[config.mk]
export PLATFORM = sky130hd
export DESIGN_NAME = frame_capture_ctrl_flat
export DESIGN_NICKNAME = d
export VERILOG_FILES = /design/src/rtl/frame_capture_ctrl_if.sv /design/src/rtl/frame_capture_ctrl.sv /design/src/flat_wrapper.sv
export SDC_FILE = /design/constraint.sdc
export NUM_CORES = 1
export LEC_CHECK = 0
export ABC_AREA = 1
export BUFFER_PORTS_ARGS = -buffer_cell sky130_fd_sc_hd__buf_4
export CORE_MARGIN = 2
export CORE_UTILIZATION = 45
export DETAILED_ROUTE_END_ITERATION = 8
export PLACE_DENSITY = 0.68
export SYNTH_ARGS = -nofsm -noshare
export SYNTH_HDL_FRONTEND = slang
export SYNTH_SLANG_ARGS = --single-unit
[constraint.sdc]
create_clock -name clk -period 8.8 [get_ports clk]
set_input_delay 0.44 -clock clk [delete_from_list [all_inputs] [get_ports clk]]
set_output_delay 0.44 -clock clk [all_outputs]
set_load 0.01 [all_outputs]
[src/rtl/frame_capture_ctrl_if.sv]
// Token stream port of the frame-capture sequencer: valid/ready with a 5-bit token.
// Token layout: [4:3] kind (00 pixel, 01 line end, 10 frame mark), [2:0] rgb or 0.
interface frame_capture_ctrl_if;
   logic       valid;
   logic       ready;
   logic [4:0] data;

   modport master (output valid, output data, input ready);
   modport slave  (input valid, input data, output ready);
endinterface

[src/rtl/frame_capture_ctrl.sv]
// Frame-capture sequencer: turns hsync/vsync/rgb into a token stream for a
// programmed number of frames, buffered in a first-word-fall-through FIFO.
//
// state     | meaning
// S_IDLE    | waiting for start, FIFO may be empty or draining
// S_ARM     | armed, waiting for the vsync rise that opens the first frame
// S_CAPTURE | emitting frame marks, line ends and pixel tokens
// S_DONE    | requested frames captured, FIFO keeps draining, start re-arms
module frame_capture_ctrl #(
   parameter int SAMPLE_DIV = 2,
   parameter int FIFO_DEPTH = 16,
   parameter int FCNT_W     = 8
) (
   input  logic                 clk,
   input  logic                 reset,
   input  logic                 hsync_i,
   input  logic                 vsync_i,
   input  logic [2:0]           rgb_i,
   input  logic                 start_i,
   input  logic                 abort_i,
   input  logic [FCNT_W-1:0]    frames_req_i,
   frame_capture_ctrl_if.master out_if,
   output logic                 busy_o,
   output logic                 done_o,
   output logic                 overflow_o,
   output logic [FCNT_W-1:0]    frame_cnt_o
);

   localparam int PTR_W = $clog2(FIFO_DEPTH);
   localparam int CNT_W = PTR_W + 1;
   localparam int DIV_W = $clog2(SAMPLE_DIV);
   localparam logic [DIV_W-1:0] DIV_LAST  = DIV_W'(SAMPLE_DIV - 1);
   localparam logic [CNT_W-1:0] CNT_FULL  = CNT_W'(FIFO_DEPTH);
   localparam logic [1:0]       K_PIX     = 2'b00;
   localparam logic [1:0]       K_LE      = 2'b01;
   localparam logic [1:0]       K_MARK    = 2'b10;

   typedef enum logic [1:0] {S_IDLE, S_ARM, S_CAPTURE, S_DONE} state_t;

   state_t state_q, state_d;

   logic              hs_q, vs_q;
   logic              hs_fall, vs_rise;
   logic [DIV_W-1:0]  div_q, div_d;
   logic              sample_tick;

   logic [FCNT_W-1:0] req_q, req_d;
   logic [FCNT_W-1:0] frame_cnt_q, frame_cnt_d;
   logic              overflow_q, overflow_d;
   logic              ovf_clr;

   logic              push_req;
   logic [4:0]        push_data;
   logic              start_ok;

   logic [4:0]        mem_q [FIFO_DEPTH];
   logic [PTR_W-1:0]  wr_ptr_q, wr_ptr_d;
   logic [PTR_W-1:0]  rd_ptr_q, rd_ptr_d;
   logic [CNT_W-1:0]  count_q, count_d;
   logic [CNT_W-1:0]  remain;
   logic              out_valid_q, out_valid_d;
   logic [4:0]        out_data_q, out_data_d;
   logic              do_push, do_pop, full, drop;

   assign hs_fall     = hs_q & ~hsync_i;
   assign vs_rise     = ~vs_q & vsync_i;
   assign sample_tick = (div_q == '0);
   assign start_ok    = start_i & ((state_q == S_IDLE) | (state_q == S_DONE));

   always_ff @(posedge clk) begin
      if (reset) begin
         hs_q  <= 1'b1;
         vs_q  <= 1'b1;
         div_q <= '0;
      end else begin
         hs_q  <= hsync_i;
         vs_q  <= vsync_i;
         div_q <= div_d;
      end
   end

   // Phase restarts on each hsync fall so every line samples on the same pixels.
   always_comb begin
      div_d = div_q + DIV_W'(1);
      if (hs_fall || div_q == DIV_LAST) div_d = '0;
   end

   always_ff @(posedge clk) begin
      if (reset) state_q <= S_IDLE;
      else       state_q <= state_d;
   end

   always_comb begin
      state_d = state_q;
      if (abort_i) begin
         state_d = S_IDLE;
      end else begin
         case (state_q)
            S_IDLE, S_DONE: if (start_ok) state_d = S_ARM;
            S_ARM:          if (vs_rise) state_d = S_CAPTURE;
            S_CAPTURE:      if (vs_rise && frame_cnt_q >= req_q) state_d = S_DONE;
            default:        state_d = S_IDLE;
         endcase
      end
   end

   always_comb begin
      push_req    = 1'b0;
      push_data   = '0;
      frame_cnt_d = frame_cnt_q;
      req_d       = req_q;
      ovf_clr     = 1'b0;
      busy_o      = (state_q == S_ARM) || (state_q == S_CAPTURE);
      done_o      = (state_q == S_DONE);
      if (abort_i) begin
         frame_cnt_d = '0;
      end else begin
         case (state_q)
            S_IDLE, S_DONE: begin
               if (start_ok) begin
                  req_d       = (frames_req_i == '0) ? FCNT_W'(1) : frames_req_i;
                  frame_cnt_d = '0;
                  ovf_clr     = 1'b1;
               end
            end
            S_ARM: begin
               if (vs_rise) begin
                  push_req    = 1'b1;
                  push_data   = {K_MARK, 3'b000};
                  frame_cnt_d = FCNT_W'(1);
               end
            end
            S_CAPTURE: begin
               // A vsync rise owns the cycle: it either opens a frame or ends the capture.
               if (vs_rise) begin
                  if (frame_cnt_q < req_q) begin
                     push_req    = 1'b1;
                     push_data   = {K_MARK, 3'b000};
                     frame_cnt_d = frame_cnt_q + FCNT_W'(1);
                  end
               end else if (hs_fall) begin
                  push_req  = 1'b1;
                  push_data = {K_LE, 3'b000};
               end else if (sample_tick && hsync_i && vsync_i) begin
                  push_req  = 1'b1;
                  push_data = {K_PIX, rgb_i};
               end
            end
            default: ;
         endcase
      end
   end

   assign do_pop  = out_valid_q & out_if.ready;
   assign full    = (count_q == CNT_FULL);
   assign do_push = push_req & (~full | do_pop);
   assign drop    = push_req & full & ~do_pop;

   // The head register always mirrors the oldest entry; an entry pushed into an
   // otherwise empty FIFO goes straight to the head for one-clock latency.
   always_comb begin
      rd_ptr_d    = rd_ptr_q + PTR_W'(do_pop);
      wr_ptr_d    = wr_ptr_q + PTR_W'(do_push);
      count_d     = count_q + CNT_W'(do_push) - CNT_W'(do_pop);
      remain      = count_q - CNT_W'(do_pop);
      out_valid_d = (count_d != '0);
      out_data_d  = '0;
      if (count_d != '0) begin
         if (remain == '0) out_data_d = push_data;
         else              out_data_d = mem_q[rd_ptr_d];
      end
      if (abort_i) begin
         rd_ptr_d    = '0;
         wr_ptr_d    = '0;
         count_d     = '0;
         out_valid_d = 1'b0;
         out_data_d  = '0;
      end
      overflow_d = ovf_clr ? 1'b0 : (overflow_q | drop);
   end

   always_ff @(posedge clk) begin
      if (reset) begin
         wr_ptr_q    <= '0;
         rd_ptr_q    <= '0;
         count_q     <= '0;
         out_valid_q <= 1'b0;
         out_data_q  <= '0;
         overflow_q  <= 1'b0;
         frame_cnt_q <= '0;
         req_q       <= FCNT_W'(1);
      end else begin
         wr_ptr_q    <= wr_ptr_d;
         rd_ptr_q    <= rd_ptr_d;
         count_q     <= count_d;
         out_valid_q <= out_valid_d;
         out_data_q  <= out_data_d;
         overflow_q  <= overflow_d;
         frame_cnt_q <= frame_cnt_d;
         req_q       <= req_d;
      end
   end

   always_ff @(posedge clk) begin
      if (do_push) mem_q[wr_ptr_q] <= push_data;
   end

   assign out_if.valid = out_valid_q;
   assign out_if.data  = out_data_q;
   assign overflow_o   = overflow_q;
   assign frame_cnt_o  = frame_cnt_q;

endmodule

[src/flat_wrapper.sv]
// flat-port wrapper written by rule: the top's interface ports become plain ports
module frame_capture_ctrl_flat 
#(
   parameter int SAMPLE_DIV = 2,
   parameter int FIFO_DEPTH = 16,
   parameter int FCNT_W     = 8
)
  (clk, reset, hsync_i, vsync_i, rgb_i, start_i, abort_i, frames_req_i, busy_o, done_o, overflow_o, frame_cnt_o, out_if_valid, out_if_data, out_if_ready);
  frame_capture_ctrl_if out_if_i ();
  input  logic clk;
  input  logic reset;
  input  logic hsync_i;
  input  logic vsync_i;
  input  logic [2:0] rgb_i;
  input  logic start_i;
  input  logic abort_i;
  input  logic [FCNT_W-1:0] frames_req_i;
  output logic busy_o;
  output logic done_o;
  output logic overflow_o;
  output logic [FCNT_W-1:0] frame_cnt_o;
  output wire logic [$bits(out_if_i.valid)-1:0] out_if_valid;
  output wire logic [$bits(out_if_i.data)-1:0] out_if_data;
  input wire logic [$bits(out_if_i.ready)-1:0] out_if_ready;
  assign out_if_valid = out_if_i.valid;
  assign out_if_data = out_if_i.data;
  assign out_if_i.ready = out_if_ready;
  frame_capture_ctrl #(.SAMPLE_DIV(SAMPLE_DIV), .FIFO_DEPTH(FIFO_DEPTH), .FCNT_W(FCNT_W)) u_core (.clk(clk), .reset(reset), .hsync_i(hsync_i), .vsync_i(vsync_i), .rgb_i(rgb_i), .start_i(start_i), .abort_i(abort_i), .frames_req_i(frames_req_i), .out_if(out_if_i), .busy_o(busy_o), .done_o(done_o), .overflow_o(overflow_o), .frame_cnt_o(frame_cnt_o));
endmodule
==> results of run 1 <==
-- synthesized netlist by cell type (all sizes together) --
library cell	number
a211oi	1
a21o	1
a21oi	17
a22oi	1
buf	11
clkbuf	6
clkinv	2
dfxtp	41
edfxtp	80
fa	1
ha	24
inv	66
nand2	58
nand3	27
nand3b	2
nand4	5
nor2	120
nor3	7
nor3b	2
nor4	2
o211ai	20
o21ai	62
o21bai	1
o22ai	4
or2	2
xnor2	6
xor2	3
-- cell type report --
type / instances / share of cell area [%]
multi-input combinational: 366 / 30.7
timing repair buffer: 39 / 4.47
inverter: 68 / 3.93
sequential: 121 / 49.2
clock inverter: 13 / 1.97
clock buffer: 19 / 6.60
tap: 168 / 3.21
-- sequential cells by signal (all words and copies together) (netlist names) --
| name | count |
|---|---|
| u_core.frame_cnt_o | 8 |
| u_core.hs_q | 1 |
| u_core.out_if.data | 5 |
| u_core.mem_q | 80 |
| u_core.state_q | 2 |
| u_core.out_if.valid | 1 |
| u_core.req_q | 8 |
| u_core.wr_ptr_q | 4 |
| u_core.vs_q | 1 |
| u_core.overflow_o | 1 |
| u_core.rd_ptr_q | 4 |
| u_core.div_q | 1 |
| u_core.count_q | 5 |
-- worst reg2reg max path, cell delays in order (launching register included) --
cell and delay, ns:
sky130_fd_sc_hd__dfxtp_1 0.36, sky130_fd_sc_hd__inv_1 0.07, sky130_fd_sc_hd__ha_1 0.40, sky130_fd_sc_hd__inv_4 0.16
sky130_fd_sc_hd__nand2_4 0.07, sky130_fd_sc_hd__nor3_2 0.18, sky130_fd_sc_hd__o21ai_1 0.12, sky130_fd_sc_hd__nand2_2 0.17
sky130_fd_sc_hd__nand2_2 0.11, sky130_fd_sc_hd__inv_1 0.09, sky130_fd_sc_hd__ha_1 0.17, sky130_fd_sc_hd__inv_1 0.06
sky130_fd_sc_hd__fa_1 0.40, sky130_fd_sc_hd__nand3b_1 0.17, sky130_fd_sc_hd__nand2_1 0.08, sky130_fd_sc_hd__xnor2_1 0.11
sky130_fd_sc_hd__nand2_1 0.12, sky130_fd_sc_hd__nand3_4 0.13, sky130_fd_sc_hd__o21ai_0 0.10, sky130_fd_sc_hd__nor2_1 0.13
-- logic make-up after synthesis --
group | synth area share [%]
compound gates | 10.8
xor+xnor | 1.55
fa+ha+maj | 5.75
buf+inv | 6.20
flops | 57.8
simple gates | 17.8
-- report_power, final --
part           internal, mW  switching, mW  total [mW]
registers             0.619        0.00896       0.628
clock network         0.413          0.244       0.657
logic                0.0969          0.170       0.267
-- routing by layer --
| layer | up-vias | part of all wire (%) |
|---|---|---|
| met5 | - | 0 |
| met4 | 0 | 1.7 |
| met3 | 17 | 5.3 |
| met2 | 115 | 47 |
| met1 | 1905 | 46 |
| li1 | 2026 | - |
-- worst paths after layout --
kind              slack, ns         startpoint               endpoint
setup / recovery       5.57  u_core.state_q[0]  u_core.out_if.data[1]
hold / removal         0.22              reset           u_core.div_q
setup reg to reg       5.57  u_core.state_q[0]  u_core.out_if.data[1]
hold reg to reg        0.42       u_core.div_q           u_core.div_q
==> out/summary.md, run 1 <==
During synthesis, Yosys emitted a total of 0 warnings. The via count of the first global-routing pass is 3964, and the share of the core filled with cells in the final layout is 54.3%. The placer's final routability congestion estimate was 0.801. In this run, placement finished with an instance count of 762.

Layer carrying the most global-route usage: met2. Across the VDD grid, the largest voltage drop is 0.126 mV. The worst register-to-register path has a depth of 19.

The worst setup slack after placement was 5.59 ns. The share of final-layout standard cells stronger than drive strength 1 works out to 14.2%. Walking the worst path, the cells encountered are inv_1 -> ha_1 -> inv_4 -> nand2_4 -> nor3_2 -> o21ai_1 -> nand2_2 -> nand2_2 -> inv_1 -> ha_1 -> inv_1 -> fa_1 -> nand3b_1 -> nand2_1 -> xnor2_1 -> nand2_1 -> nand3_4 -> o21ai_0 -> nor2_1.

Once detail routing completed, the nets flagged for antenna violations numbered 0. The layout-stage area growth over the synthesis result works out to 17.7%. The logs give 0 for the final number of max-transition violations and 0 for the final hold violation count. The number of nets handed over by synthesis was 615. The post-CTS setup-driven buffer insertion count was 0.

The clock drives 121 sinks. The total detailed-routing wirelength was 11.8 mm; the total of cells resized after clock tree synthesis was 0. The net count reported at finish was 656. In the post-synthesis netlist, the biggest area contributors are sky130_fd_sc_hd__edfxtp_1 43%, sky130_fd_sc_hd__dfxtp_1 15%, sky130_fd_sc_hd__nor2_1 7.9%. Global routing finished with a remaining overflow of 0.

The number of cell rows is 40. The tools report the floorplan die area as 13300 µm². For this block, the initial DRC count from the detailed router was 351.

The number of CTS-inserted buffers is 17. The cell family contributing the most delay on the critical path was simple AND/OR/NAND/NOR gates. After detailed routing, the average wire length per cell comes to 14.9 µm.

Pin placement for this block handled 35 I/O pins. The tool flagged a number of max-cap violations equal to 0. In the synthesized netlist, the number of instances is 572. The critical path is of the reg2reg type. The power density over cell area came out at 237 nW/µm². Final hold analysis gives a worst-case slack of 0.220 ns.

The register bit total from synthesis works out to 121. The share of the synthesized area in the top cell type was 43.1%. Of all nets on the critical path, the largest fanout is 7. The final critical-path setup slack was 5.57 ns.

The post-route cell area is 6560 µm², and the combined buffer and inverter count along the critical path is 4. The region available for standard cell placement spans 12100 µm². The tools report the worst endpoint data arrival time as 3.59 ns.

At the pin with the least slew margin, the transition time is 0.676 ns. The tools report the detailed-route via count as 4063. The run gives 9.15 ns as the required time of the worst setup path. The global-route total usage across every layer came out at 19.3%. The run gives 0.42 ns as the clock latency of the later-clocked register in the worst-skew pair.

Registers take 3220 µm². Setup total negative slack on the finished layout was measured at 0 ns. The initial antenna violation count was 0. The synthesized design spends more area on one cell type than any other, namely sky130_fd_sc_hd__edfxtp_1. The H-tree depth reported by CTS was 4. The number of hold buffers added after CTS came out at 0. The met1 usage in global routing is 25.3%. The run finished with clean final reports. The worst-case clock buffer depth was 2. The critical path crosses 19 cells after its start point. Setup repair after global routing left no endpoint under its margin. Timing would allow up to 0.309 GHz.

After synthesis, the mean cell area works out to 9.74 µm². The tools report the launching element type of the critical path as a flop. After detailed placement, the total cell area comes to 5990 µm². The first global-routing pass estimated 19.4 mm of wire. The most common cell after layout, fill and taps aside is sky130_fd_sc_hd__nor2_1. The library cells used most frequently in the layout, excluding fill and tap cells, are 118 x sky130_fd_sc_hd__nor2_1, 80 x sky130_fd_sc_hd__edfxtp_1, 62 x sky130_fd_sc_hd__inv_1. The worst hold path belongs to the class in2reg. The finished layout holds 794 standard cells, fillers aside. Cell type with the highest occurrence count on the critical path: sky130_fd_sc_hd__inv_1. The longest individual stage delay on the worst path was 0.40 ns; the number of filler instances in the final layout was 1034. Summed over all cells, the static leakage comes to 2.63 nW.

Global routing consumed, on the met3 layer, 5.17% of the routing resources. The worst hold path was traced through 2 stages. The average via count per standard cell came out at 5.12. The number of iterations in the first detailed-routing pass was 5.

The design draws 1.55 mW. The logs give 8.06 mm for the final HPWL from detailed placement and 0.00742 ns for the clock skew. The maximum number of pins on one net before global-route repair was 42. The tools report the number of remaining DRC errors as 0. TritonCTS built the clock tree. The worst relative slew slack is 54.9%, and the count of input and output buffers is 34. The final setup violation count came out at 0. The synthesized area is 5570 µm², and the antenna diode instance count is 0. The die is 115 µm wide. The multi-input combinational cells in the finished layout cover a total of 2010 µm². The clock period could shrink to 3.23 ns. Worst-path cell with the longest stage delay: sky130_fd_sc_hd__ha_1. The initial utilization of the core area, before any placement, comes to 46.2%. The clock root buffer is sky130_fd_sc_hd__clkbuf_16.

The met2 track utilization from global routing was 30.6%. The clock transition at the registers of the reported paths was 0.05 ns; the share of synthesized area occupied by flip-flops and latches was 57.8%. The chip height works out to 115 µm.

STA classifies the critical path endpoint as a flop. The synthesized netlist contains 42 unique library cells. The final critical path takes up 36.7% of the cycle.
No activity file was read; power rests on OpenSTA's default activity.
==> inputs of run 2 (changes only) <==
==> constraint.sdc (replaced) <==
create_clock -name clk -period 3 [get_ports clk]
set_input_delay 0.15 -clock clk [delete_from_list [all_inputs] [get_ports clk]]
set_output_delay 0.15 -clock clk [all_outputs]
set_load 0.01 [all_outputs]
==> out/summary.md, run 2 (synthesis gave the netlist of run 1 again) <==
Across the whole layout, storage elements account for 3240 µm². The run gives 39.3% as the share of power burned in registers. Across the VDD grid, the largest voltage drop is 0.649 mV. The number of buffers and inverters on the critical path is 3. For the pin with the worst max-slew slack, the measured transition is 0.665 ns. The clock tree synthesis step divided the H-tree into 4 levels. In this run the remaining antenna-violating nets after routing total 0. The via count of the first global-routing pass was 4181; the number of top-level pins was 35. After detailed routing, the average wire length per cell comes to 15.4 µm.

Detailed placement ended at an HPWL of 8.44 mm. The clock transition at the registers of the reported paths is 0.05 ns, and the area of the core region is 12100 µm². The average via count per standard cell is 5.14. The initialized floorplan defines 40 standard-cell rows. Port buffering added 34 buffers. The clock network is responsible for 41.1% of the overall power.

The min-delay analysis places its worst path in the category in2reg. Timing analysis after detailed placement gives a worst setup slack of -0.0114 ns. The final route contains 4237 vias.

The worst setup path is launched from a flop. The cell total after placement is 775. Data arrives at the worst endpoint at 3.21 ns.

The register with the most flip-flops in the layout has 80 of them. TritonCTS built the clock tree. For the worst-case clock buffer depth, the log shows 2. Of all nets on the critical path, the largest fanout is 6.

Setup slack closes at 0.140 ns. TritonCTS created 17 clock buffers. The first global-routing pass estimated 20.2 mm of wire. In the global route stage, overall resource usage came out at 20.3%.

Counting flops per register, the top entry is u_core.mem_q. The clock latency of the later-clocked register in the worst-skew pair is 0.42 ns, and the share of final-layout standard cells stronger than drive strength 1 is 23.5%. The placer's final routability congestion estimate is 0.849, and the leakage power total is 2.81 nW.

The longest individual stage delay on the worst path is 0.39 ns. The die is 115 µm wide. Internal power comes to 3.41 mW. Leaving out fill and tap cells, the most frequent cell in the layout is sky130_fd_sc_hd__nor2_1. The fraction of the cycle the final worst path needs works out to 95.3%.

The share of the core filled with cells in the final layout was 57.7%; the final setup violation count was 0. The chip height is 115 µm. The final hold violation count was 0; the remaining global-route overflow was 0.

Cell family contributing the most delay on the critical path: simple AND/OR/NAND/NOR gates. The total detailed-routing wirelength is 12.7 mm. Critical path class: reg2reg.

STA classifies the critical path endpoint as a flop. The cell sitting at the root of the clock tree is a sky130_fd_sc_hd__clkbuf_16. The power density over cell area was 675 nW/µm².

The final number of max-transition violations came out at 0. For the worst setup path, the data required time is 3.35 ns. The run gives 13300 µm² as the floorplan die area. Leaving out fill and tap cells, the most frequent cells in the layout are 117 x sky130_fd_sc_hd__nor2_1, 80 x sky130_fd_sc_hd__edfxtp_1, 62 x sky130_fd_sc_hd__buf_4. For the worst relative slew slack, the log shows 55.5%. The flow ran to the end, and the final reports show no timing, DRC or antenna violations. The worst-path cell with the longest stage delay is sky130_fd_sc_hd__fa_2.

The run gives 0.350 GHz as the highest clock frequency the design can meet. Among the stages of the critical path, the cell type that occurs most often is sky130_fd_sc_hd__nand2_2. For this design the total switching power over the nets is 1.30 mW. The multi-input combinational cells in the finished layout cover a total of 2150 µm².

The number of iterations in the first detailed-routing pass was 5. Clock tree synthesis found a total of 121 sinks. Per report_power, the combinational group accounts for 19.6% of the total. The detailed router finished its first iteration with 317 violations. For the clock skew, the log shows 0.00722 ns. The tools report the maximum number of pins on one net before global-route repair as 42. Walking the worst path, the cells encountered are inv_1 -> ha_1 -> a21oi_2 -> nor2_2 -> nor2_2 -> nand3_2 -> nand2_2 -> nand2_2 -> nand2_2 -> nand2_2 -> inv_2 -> ha_4 -> inv_2 -> fa_2 -> nand3b_1 -> nand2_1 -> xnor2_1 -> nand2_1 -> nand3_4 -> o21ai_2 -> nor2_1. For the initial antenna violation count, the log shows 0. The layout-stage area growth over the synthesis result is 25.0%. The worst slack on hold paths was 0.0373 ns; the number of filler instances in the final layout was 1016.

For the effective utilization at floorplan, the log shows 46.2%. The logs give 6090 µm² for the post-place instance area and 686 for the net count reported at finish. Counting I/O delays and the setup requirement, the final critical path takes 2.86 ns.

In the routed design, unresolved DRC markers number 0. Across the run, the number of max-cap violations was 0. Net switching is 27.5% of the power.

The post-route cell area is 6960 µm², and the final standard cell count with taps included and fillers excluded is 824. The antenna diode instance count is 0. Setup repair after global routing could not meet its margin everywhere.
## run 2: cell types whose count changed in the layout (fill, tap and decap cells not counted), moves of 5 or more
cell	delta
sky130_fd_sc_hd__ha_1	-8
sky130_fd_sc_hd__dfxtp_2	+9
sky130_fd_sc_hd__buf_4	+23
sky130_fd_sc_hd__dfxtp_1	-10
sky130_fd_sc_hd__inv_1	-10
sky130_fd_sc_hd__nand2_2	+5
sky130_fd_sc_hd__ha_4	+8
sky130_fd_sc_hd__dlygate4sd3_1	+7
sky130_fd_sc_hd__inv_2	+10
sky130_fd_sc_hd__nand2_1	-5
## run 2: power groups by stage
stage	sequential [mW]	combinational [mW]	clock, mW
2_1_floorplan	1.89	0.578	0
3_3_place_gp	1.87	0.817	0
3_5_place_dp	1.88	0.834	0
4_1_cts	1.84	0.859	1.96
5_1_grt	1.85	1.03	2.04
6_report	1.85	0.922	1.93
## run 2: layer usage
metal / wire (µm) / share of wire [%] / GRT usage, % / vias up
met5: 0 / 0 / 0 / -
met4: 274 / 2.2 / 9.64 / 0
met3: 516 / 4.1 / 4.43 / 26
met2: 6160 / 49 / 33.7 / 94
met1: 5700 / 45 / 25.3 / 2033
li1: - / - / - / 2084
## run 2: cell type report
type / count / area share, %
inverters: 68 / 3.70
clock inverters: 12 / 1.80
clock buffers: 20 / 6.41
well taps: 168 / 3.02
flip-flops and latches: 121 / 46.5
multi-input cells: 366 / 30.9
repair buffers: 69 / 7.69
## run 2: final timing paths
path | from | to | slack, ns | cells past startpoint
hold / removal | frames_req_i[1] | u_core.req_q[1] | 0.04 | 3
hold reg to reg | u_core.div_q | u_core.div_q | 0.42 | 1
setup / recovery | u_core.req_q[4] | u_core.out_if.data[0] | 0.14 | 21
setup reg to reg | u_core.req_q[4] | u_core.out_if.data[0] | 0.14 | 21
## run 2: through the flow
step | setup TNS [ns] | total power [mW]
after CTS | 0 | 4.67
final | 0 | 4.70
after floorplan | 0 | 2.47
after detailed placement | -0.0199 | 2.71
after global routing | -0.468 | 4.92
after global placement | 0 | 2.69
## run 2: what timing repair did
| item | 4_1_cts | 5_1_grt |
|---|---|---|
| pin swaps | 1 | 18 |
| setup endpoints to repair | 3 | 7 |
| buffers inserted | 2 | 8 |
| hold buffers | 7 | 0 |
| endpoints found under the hold margin | 7 | 0 |
| gates resized for setup | 2 | 46 |
## run 2: worst register-to-register path, stage by stage, from the launching register on
cell and delay, ns:
sky130_fd_sc_hd__dfxtp_1 0.31, sky130_fd_sc_hd__inv_1 0.07, sky130_fd_sc_hd__ha_1 0.20, sky130_fd_sc_hd__a21oi_2 0.16
sky130_fd_sc_hd__nor2_2 0.05, sky130_fd_sc_hd__nor2_2 0.15, sky130_fd_sc_hd__nand3_2 0.09, sky130_fd_sc_hd__nand2_2 0.08
sky130_fd_sc_hd__nand2_2 0.06, sky130_fd_sc_hd__nand2_2 0.10, sky130_fd_sc_hd__nand2_2 0.06, sky130_fd_sc_hd__inv_2 0.08
sky130_fd_sc_hd__ha_4 0.14, sky130_fd_sc_hd__inv_2 0.04, sky130_fd_sc_hd__fa_2 0.39, sky130_fd_sc_hd__nand3b_1 0.16
sky130_fd_sc_hd__nand2_1 0.08, sky130_fd_sc_hd__xnor2_1 0.11, sky130_fd_sc_hd__nand2_1 0.12, sky130_fd_sc_hd__nand3_4 0.16
sky130_fd_sc_hd__o21ai_2 0.07, sky130_fd_sc_hd__nor2_1 0.11
==> inputs of run 3 (changes only) <==
==> constraint.sdc (replaced) <==
create_clock -name clk -period 3 [get_ports clk]
set_input_delay 0.6 -clock clk [delete_from_list [all_inputs] [get_ports clk]]
set_output_delay 0.6 -clock clk [all_outputs]
set_load 0.01 [all_outputs]
==> out/summary.md, run 3 (synthesis gave the netlist of run 1 again) <==
The flow ran to the end, and the final reports show no timing, DRC or antenna violations. Count of input and output buffers: 34. Between clock sinks in the finished design, the worst skew comes to 0.00657 ns. The net count reported at finish was 675.

The first detailed-routing pass ran for 4 iterations. The required time of the worst setup path is 3.36 ns. In the finished design, the share of the clock period the worst path needs comes to 93.6%. In the routed layout, each cell is associated on average with a via count of 5.12. Iteration-0 DRC count of the detailed router: 408. Measured along the y axis, the die boundary spans 115 µm. The tools report the clock latency of the later-clocked register in the worst-skew pair as 0.42 ns. The switching share of power works out to 27.1%. Summed over all nets, the switching power comes to 1.31 mW.

The worst hold path terminates at u_core.div_q. The run gives 46.2% as the effective utilization at floorplan. Power after layout: 4.86 mW. The final HPWL from detailed placement came out at 8.40 mm.

The share of power burned in registers was 38.0%; the floorplan die area was 13300 µm². The tools report the share of the core filled with cells in the final layout as 57.1%. The highest clock frequency the design can meet came out at 0.356 GHz.

The tree is rooted in a sky130_fd_sc_hd__clkbuf_16. Max-cap violations in this run came to 0. In this design, the stage delay of the slowest critical-path cell is 0.40 ns. Dividing the detail-routed wire length by the instance count gives 15.2 µm. Setup slack closes at 0.193 ns. IR analysis of the VDD net gives a maximum drop of 0.352 mV.

The via count of the first global-routing pass was 4103; the worst setup slack after placement was 0.0396 ns. For this design the top-level I/O count stands at 35. Entering global routing, the biggest net connects 42 pins. The area growth from synthesis to layout is 23.6%. After detailed routing, the number of remaining DRC violations is 0. The final number of max-transition violations was 0. Subtracting the final worst setup slack from the clock period gives 2.81 ns. The most flop-heavy register is u_core.mem_q.

The number of hold buffers added after CTS was 0; the detailed-route via count was 4163. The critical path in this run is classified as reg2reg. Setup violations remaining at the end of the flow were counted as 0. The final hold violation count is 0, and the total detailed-routing wirelength is 12.3 mm. The H-tree depth reported by CTS is 4. No sink is reached through more buffers than the 2 on the longest clock path. Of all nets on the critical path, the largest fanout is 6.

After routing, the total negative slack on setup checks comes to 0 ns. Routability-driven placement finished with a final weighted congestion of 0.868. The run gives 0 as the antenna diode instance count. Worst-path cell with the longest stage delay: sky130_fd_sc_hd__fa_2. For the pin with the worst max-slew slack, the measured transition is 0.713 ns. The worst hold path passes through 2 cells. The launching element type of the critical path was a flop. The area of the core region is 12100 µm², and the worst slack on hold paths is 0.372 ns. The library cell used most frequently in the layout, excluding fill and tap cells, is sky130_fd_sc_hd__nor2_1. In the layout the commonest cells are 118 x sky130_fd_sc_hd__nor2_1, 80 x sky130_fd_sc_hd__edfxtp_1, 57 x sky130_fd_sc_hd__inv_1, 57 x sky130_fd_sc_hd__buf_4, 51 x sky130_fd_sc_hd__nand2_1. Share of power burned in combinational logic: 18.4%. Traced cell by cell, the critical path runs through ha_4 -> a21oi_1 -> nor2_1 -> nor2_2 -> nand3_2 -> nand2_1 -> nand2_2 -> nand2_2 -> nand2_2 -> inv_2 -> ha_4 -> inv_1 -> fa_2 -> nand3b_1 -> nand2_1 -> xnor2_1 -> nand2_1 -> nand3_4 -> o21ai_2 -> nor2_1. The startpoint identified for the worst register-to-register timing path is u_core.frame_cnt_o[5]. Worst endpoint data arrival time: 3.16 ns.

The worst hold path begins at reset. Cells with a size suffix above 1 make up 20.9% of the layout. In this run, CTS created clock tree buffers numbering 17. The worst relative slew slack was 52.3%. The tools report the type of element capturing the critical path as a flop. For this run the aggregate overflow at the end of global routing stands at 0. The internal portion of the total power is 3.54 mW. The count of nets left with antenna violations after detail routing is 0, and the flip-flop count of the largest register after layout is 80. For the worst flop-to-flop path, the logic depth is 20.

The kind of path behind the tightest hold check was in2reg. The global-route total usage across every layer was 19.9%; the floorplan die width was 115 µm. The logs give 0 for the initial antenna violation count and 19.9 mm for the wire length of the first global-routing pass. TritonCTS built the clock tree. In this run the core area contains 40 standard-cell rows.

Worst flop-to-flop path endpoint: u_core.out_if.data[2]. Slack of the worst reg-to-reg path: 0.19 ns. The power density over cell area is 705 nW/µm², and the leakage power total is 2.80 nW.

Clock-pin slew was measured on the worst setup and hold paths at 0.05 ns. For the clock share of power, the log shows 43.6%. The clock drives 121 sinks.
## run 3: cell count changes in the layout (fill, tap and decap cells not counted), moves of 2 or more
| cell | before | now |
|---|---|---|
| sky130_fd_sc_hd__buf_4 | 62 | 57 |
| sky130_fd_sc_hd__nand2_2 | 7 | 5 |
| sky130_fd_sc_hd__inv_1 | 52 | 57 |
| sky130_fd_sc_hd__ha_4 | 8 | 6 |
| sky130_fd_sc_hd__nand2_1 | 49 | 51 |
| sky130_fd_sc_hd__dfxtp_2 | 9 | 5 |
| sky130_fd_sc_hd__inv_2 | 13 | 8 |
| sky130_fd_sc_hd__dlygate4sd3_1 | 7 | 0 |
| sky130_fd_sc_hd__clkbuf_1 | 2 | 0 |
| sky130_fd_sc_hd__ha_1 | 16 | 18 |
| sky130_fd_sc_hd__dfxtp_1 | 31 | 36 |
| sky130_fd_sc_hd__clkbuf_8 | 1 | 4 |
## run 3: worst max-delay path by stage
| stage | start | end | depth (start not counted) |
|---|---|---|---|
| 2_1_floorplan | u_core.state_q[0] | u_core.out_if.data[3] | 19 |
| 3_3_place_gp | abort_i | u_core.out_if.data[2] | 18 |
| 3_5_place_dp | u_core.state_q[0] | u_core.out_if.data[0] | 19 |
| 4_1_cts | u_core.state_q[0] | u_core.out_if.data[0] | 19 |
| 5_1_grt | u_core.frame_cnt_o[5] | u_core.out_if.data[2] | 20 |
| 6_report | u_core.frame_cnt_o[5] | u_core.out_if.data[2] | 20 |
## run 3: per-stage QoR
stage | std cells | instance area [µm²]
floorplan | 572 | 5570
global placement | 778 | 6130
detailed placement | 778 | 6130
CTS | 810 | 6760
global route | 813 | 6890
finish | 813 | 6890
## run 3: power by group through the flow
stage                     combinational, mW  sequential [mW]  clock, mW
after global routing                   1.00             1.85       2.21
after CTS                             0.851             1.84       2.14
after detailed placement              0.843             1.88          0
final                                 0.894             1.85       2.12
after global placement                0.818             1.88          0
after floorplan                       0.578             1.89          0
## run 3: worst max-delay path: cells and delay by family (launching register included)
kind / cells / cell delay (ns)
and+or+nand+nor: 12 / 1.17
adders and majority gates: 3 / 0.74
DFF: 1 / 0.38
AOI/OAI and AO/OA: 2 / 0.18
buffers and inverters: 2 / 0.13
xor gates and xnor gates: 1 / 0.11
## run 3: area by class of cell
class                           instances  area [µm²]
Clock inverter                         11         143
Timing Repair Buffer                   58         448
Sequential cell                       121        3230
Clock buffer                           21         480
Inverter                               68         258
Fill cell                            1016        5180
Multi-Input combinational cell        366        2120
Tap cell                              168         210
## run 3: repair_timing
item | in CTS | in global routing
pin swaps | 0 | 13
resized for setup | 1 | 29
gates cloned | 0 | 0
buffers inserted | 0 | 3
setup endpoints to repair | 1 | 6
## run 3: per-layer routing
metal | track usage, % | routed length, µm
met1 | 25.9 | 5630
met2 | 32.0 | 5910
met3 | 4.69 | 621
met4 | 8.27 | 178
met5 | 0 | 0
